==> src/rtl/boot_rom_arb_pkg.sv <==
// Shared types and default sizing for the boot ROM arbiter.
// Holds the response tag carried from grant cycle to response cycle.
package boot_rom_arb_pkg;

    localparam int unsigned ROM_WORDS_DEF = 800;
    localparam int unsigned ADDR_W_DEF    = 10;
    localparam int unsigned DATA_W_DEF    = 32;

    typedef enum logic {
        OWN_INSTR = 1'b0,
        OWN_DATA  = 1'b1
    } owner_e;

    typedef struct packed {
        logic   valid;
        owner_e owner;
        logic   err;
    } resp_tag_t;

endpackage

==> src/rtl/rr_arb2.sv <==
// Two-requester round-robin arbiter, one-hot grant (bit0 = instr, bit1 = data).
// Grant is combinational from req; the last-grant pointer is registered.
module rr_arb2
    import boot_rom_arb_pkg::*;
(
    input  logic       clk_i,
    input  logic       rst_ni,
    input  logic [1:0] req_i,
    output logic [1:0] gnt_o
);

    owner_e last_q, last_d;

    always_comb begin
        gnt_o  = 2'b00;
        last_d = last_q;
        case (req_i)
            2'b01:   gnt_o = 2'b01;
            2'b10:   gnt_o = 2'b10;
            2'b11:   gnt_o = (last_q == OWN_DATA) ? 2'b01 : 2'b10;
            default: gnt_o = 2'b00;
        endcase
        if (gnt_o[0]) begin
            last_d = OWN_INSTR;
        end else if (gnt_o[1]) begin
            last_d = OWN_DATA;
        end
    end

    // Starts at DATA so the instruction port wins the first conflict.
    always_ff @(posedge clk_i or negedge rst_ni) begin
        if (!rst_ni) begin
            last_q <= OWN_DATA;
        end else begin
            last_q <= last_d;
        end
    end

endmodule

==> src/rtl/boot_rom_arbiter.sv <==
// Shares the single-port boot ROM between instruction and data ports, round-robin, one access per cycle.
// Optional BOOT_ROM_RANGE_CHECK_EN: out-of-range or misaligned accesses are granted but answered with err.
module boot_rom_arbiter
    import boot_rom_arb_pkg::*;
#(
    parameter int unsigned ROM_WORDS = ROM_WORDS_DEF,
    parameter int unsigned ADDR_W    = ADDR_W_DEF,
    parameter int unsigned DATA_W    = DATA_W_DEF
) (
    input  logic              CLK,
    input  logic              RSTN,
    input  logic              instr_req_i,
    input  logic [31:0]       instr_addr_i,
    output logic              instr_gnt_o,
    output logic              instr_rvalid_o,
    output logic [DATA_W-1:0] instr_rdata_o,
    output logic              instr_err_o,
    input  logic              data_req_i,
    input  logic [31:0]       data_addr_i,
    output logic              data_gnt_o,
    output logic              data_rvalid_o,
    output logic [DATA_W-1:0] data_rdata_o,
    output logic              data_err_o,
    output logic              rom_csn_o,
    output logic [ADDR_W-1:0] rom_a_o,
    input  logic [DATA_W-1:0] rom_q_i
);

    logic [1:0]        arb_gnt;
    logic [1:0]        gnt;
    logic [31:0]       win_addr;
    logic [ADDR_W-1:0] win_idx;
    logic              win_err;
    logic              access;
    logic [ADDR_W-1:0] a_q, a_d;
    resp_tag_t         resp_q, resp_d;

    rr_arb2 u_arb (
        .clk_i  (CLK),
        .rst_ni (RSTN),
        .req_i  ({data_req_i, instr_req_i}),
        .gnt_o  (arb_gnt)
    );

    // Grants are forced low while reset is asserted so every output shows its reset value.
    assign gnt      = arb_gnt & {2{RSTN}};
    assign win_addr = gnt[1] ? data_addr_i : instr_addr_i;
    assign win_idx  = win_addr[ADDR_W+1:2];

`ifdef BOOT_ROM_RANGE_CHECK_EN
    logic unused_addr_hi;
    assign unused_addr_hi = ^win_addr[31:ADDR_W+2];
    assign win_err = ({{(32-ADDR_W){1'b0}}, win_idx} >= 32'(ROM_WORDS)) || (win_addr[1:0] != 2'b00);
`else
    logic unused_addr_bits;
    assign unused_addr_bits = ^{win_addr[31:ADDR_W+2], win_addr[1:0]};
    assign win_err = 1'b0;
`endif

    assign access    = (|gnt) && !win_err;
    assign rom_csn_o = !access;
    assign rom_a_o   = access ? win_idx : a_q;

    always_comb begin
        a_d          = access ? win_idx : a_q;
        resp_d.valid = |gnt;
        resp_d.owner = gnt[1] ? OWN_DATA : OWN_INSTR;
        resp_d.err   = win_err;
    end

    always_ff @(posedge CLK or negedge RSTN) begin
        if (!RSTN) begin
            a_q    <= '0;
            resp_q <= '{valid: 1'b0, owner: OWN_INSTR, err: 1'b0};
        end else begin
            a_q    <= a_d;
            resp_q <= resp_d;
        end
    end

    assign instr_gnt_o    = gnt[0];
    assign data_gnt_o     = gnt[1];
    assign instr_rvalid_o = resp_q.valid && (resp_q.owner == OWN_INSTR);
    assign data_rvalid_o  = resp_q.valid && (resp_q.owner == OWN_DATA);
    assign instr_err_o    = instr_rvalid_o && resp_q.err;
    assign data_err_o     = data_rvalid_o && resp_q.err;
    assign instr_rdata_o  = (instr_rvalid_o && !resp_q.err) ? rom_q_i : '0;
    assign data_rdata_o   = (data_rvalid_o && !resp_q.err) ? rom_q_i : '0;

endmodule

==> config.mk <==
export PLATFORM = sky130hd
export DESIGN_NAME = boot_rom_arbiter
export DESIGN_NICKNAME = d
export VERILOG_FILES = /design/src/rtl/boot_rom_arb_pkg.sv /design/src/rtl/rr_arb2.sv /design/src/rtl/boot_rom_arbiter.sv
export SDC_FILE = /design/constraint.sdc
export NUM_CORES = 1
export LEC_CHECK = 0
export CAP_MARGIN = 15
export CORE_ASPECT_RATIO = 1.2
export CORE_MARGIN = 2
export CORE_UTILIZATION = 19
export CTS_BUF_LIST = sky130_fd_sc_hd__clkbuf_2
export DETAILED_ROUTE_END_ITERATION = 10
export HOLD_SLACK_MARGIN = 0.12
export PLACE_DENSITY = 0.76
export SETUP_SLACK_MARGIN = 0.2
export SKIP_LAST_GASP = 1
export SYNTH_ARGS = -nofsm -noshare
export SYNTH_HDL_FRONTEND = slang
export SYNTH_SLANG_ARGS = --single-unit
export TNS_END_PERCENT = 5
==> constraint.sdc <==
create_clock -name CLK -period 1.3 [get_ports CLK]
set_input_delay 0.325 -clock CLK [delete_from_list [all_inputs] [get_ports CLK]]
set_output_delay 0.325 -clock CLK [all_outputs]
set_load 0.05 [all_outputs]
==> results.txt <==
The delay of the slowest cell on the worst path is ~0.6 ns. The final setup TNS is -30.72 ns. The die height came out at 85.23 um.

Dividing the detail-routed wire length by the instance count gives approximately 16 um. The fmax is 0.5246 GHz. The wire length of the first global-routing pass is a little over 8000 um. The power consumption came out at roughly 2.4 mW. The setup slack of the critical path after layout is -0.6061 ns. The max-cap violation count came out at 0. The instance area after placement is approximately 0.0035 mm2. The number of clock sinks came out at 13. The clock arrives with 0.003205 ns of skew. The total leakage power came out at roughly 1.6 nW. The fraction of layout instances using a drive strength above 1 is 65.53%. The largest total area in the synthesized netlist belongs to sky130_fd_sc_hd__dfrtp_1.

The number of warning messages in the yosys log is 0. The flow ran to the end, but the final reports show violations. The fraction of the cycle the final worst path needs is 146.6%. In this run the count of I/O pins placed on the die edge is approximately 180. The global placer's final weighted congestion is roughly 0.78. The final cell utilization of the core is 67.17%. The count of vias placed by the detailed router is roughly 1,500. The count of nets left with antenna violations after detail routing is 0.

After detailed placement, the design holds a cell count of 321. The floorplan has 29 rows. The library cell used most frequently in the layout, excluding fill and tap cells, is sky130_fd_sc_hd__buf_12. The slowest stage of the critical path belongs to the cell sky130_fd_sc_hd__dfstp_2. The area overhead of the layout relative to synthesis is 240.6%. The endpoint kind of the worst setup timing path is a primary output. The count of antenna diodes in the layout came out at 0. The number of antenna violations at the first check in global routing is 0.

The initial utilization of the core area, before any placement, comes to 19.72%. The count of final setup violators is 79. The first TritonRoute pass finished after 4 iterations. The checks that failed: negative setup slack. The number of DRC violations after detailed routing came out at 0.

TritonCTS built the clock tree. The count of state elements after synthesis came out at 13. The number of slew-limit violations in the final report was 0. The type of the most critical hold path is input pin to asynchronous set/reset pin. The maximum clock path buffer count came out at 2. Clock tree synthesis inserted a total of 3 buffers. The clock slew at the register clock pins of the worst setup and hold paths came out at approximately 0.13 ns. The area of the multi-input gates is 815.8 um2. The floorplan die width came out at 71.69 um. Global routing consumed, over all layers together, 16.47% of the routing resources.

The largest vdd supply drop is 0.0004949 V. The final standard cell count with taps included and fillers excluded came out at 326. Buffers added to address setup during post-CTS repair amount to 0. The mean post-synth cell area came out at 8.494 um2. The number of global-route vias before repair is 1,566.

In the layout the commonest cells are sky130_fd_sc_hd__buf_12, sky130_fd_sc_hd__clkdlybuf4s50_1, sky130_fd_sc_hd__and3_2. The critical path class is register to primary output. Setup repair after global routing could not meet its margin everywhere. The endpoint required time on the critical path is 0.98 ns.

The final critical delay including setup and external delays is approximately 1.9 ns. The via density per instance is between 4 and 5. The final layout contains 365 nets.

STA classifies the critical path startpoint as a register. The core region is between 0.005 and 0.006 mm2. The clock insertion delay at the later pin of the skew report came out at about 0.26 ns. The setup slack after placement is -0.7045 ns. The clock root buffer is sky130_fd_sc_hd__clkbuf_2.

The total die area came out at 0.006110 mm2. The hold-fix buffer count after cts came out at 0. The arrival time of data at the critical path endpoint is about 1.6 ns. After detailed routing, the total wire length is 5087 um. The layout has 378 filler cells. The final hold violation count is 0. In this run the number of H-tree levels came out at 1. The detailed placement HPWL is 4386 um.

After synthesis, the largest area contributor takes up 28.74% of total cell area. By area the synthesized netlist is led by sky130_fd_sc_hd__dfrtp_1, sky130_fd_sc_hd__and2_1, sky130_fd_sc_hd__and3_1. The cell area power density is 670.6 mW/mm2. The number of DRC markers in iteration 0 is 36.

The gate count after technology mapping came out at 123. The pin count of the biggest net entering global routing came out at 29. The worst hold slack came out at 0.3037 ns. The post-synthesis sequential area ratio is 31.26%. The synthesized area came out at 0.001045 mm2. The remaining global-route overflow came out at 0. Yosys mapped the design onto 19 distinct sky130hd cell types. Along the worst path, the maximum fanout reaches 5. The storage element area came out at 326.6 um2. After routing the design area is 0.003558 mm2.

Walking the worst path, the cells encountered are o211ai_4 > clkbuf_16 > o221a_4 > buf_12. The count of buffers from port buffering came out at 134.
final timing paths:
path	startpoint	endpoint	slack, ns	cells past startpoint
worst max-delay path	u_arb.last_q	rom_a_o[5]	-0.61	4
worst min-delay path	RSTN	a_q[3]	0.30	2
worst max register to register	u_arb.last_q	a_q[5]	0.03	3
worst min register to register	u_arb.last_q	u_arb.last_q	0.57	1
max in group asynchronous	RSTN	u_arb.last_q	0.76	2
min in group CLK	data_req_i	u_arb.last_q	0.51	2
flip-flops by register name, indices dropped and copies added, names as in the netlist:
signal and count:
a_q 10, resp_q 2, u_arb.last_q 1
worst max-delay path, delay by kind of cell (launching register included):
kind | cells | cell delay [ns]
compound gates | 2 | 0.39
flops | 1 | 0.60
buf+inv | 2 | 0.33
report_power, final:
group          switching [mW]  leakage (nW)  internal, mW
Combinational           0.816          1.43         0.871
Sequential             0.0233         0.146         0.463
Clock                   0.132        0.0166        0.0817
layout make-up:
| type | count | share of cell area, % |
|---|---|---|
| clock buffer | 4 | 0.5626 |
| inverter | 4 | 0.4219 |
| multi-input combinational | 93 | 22.93 |
| sequential | 13 | 9.177 |
| tap | 62 | 2.180 |
| timing repair buffer | 150 | 64.73 |
metal layers:
layer / track usage [%] / vias up / wire, um
met5: 0 / - / 0
met4: 2.401 / 0 / 46
met3: 5.463 / 4 / 569
met2: 29.21 / 101 / 2616
met1: 19.56 / 669 / 1855
li1: - / 704 / -
what timing repair did:
| item | in CTS | in global routing |
|---|---|---|
| hold endpoints to repair | 0 | 0 |
| endpoints found under the setup margin | 91 | 90 |
| pin swaps | 1 | 1 |
| cloned | 0 | 1 |
| resized for setup | 3 | 1 |
cells in the mapped netlist (all sizes together):
master	number
o21ai	1
dfrtp	12
conb	1
o211ai	1
clkbuf	8
nand2b	10
nand3	1
buf	6
and3	32
inv	4
o221a	10
dfstp	1
o21a	1
nand2	1
nor2b	1
and2	33
cells by family after synthesis:
kind of cell / share of synthesized area [%]
and+or+nand+nor: 47.06
buffers and inverters: 8.143
AOI/OAI and AO/OA: 13.17
DFF: 31.26
other: 0.3589
(Power assumes the default switching activity.)
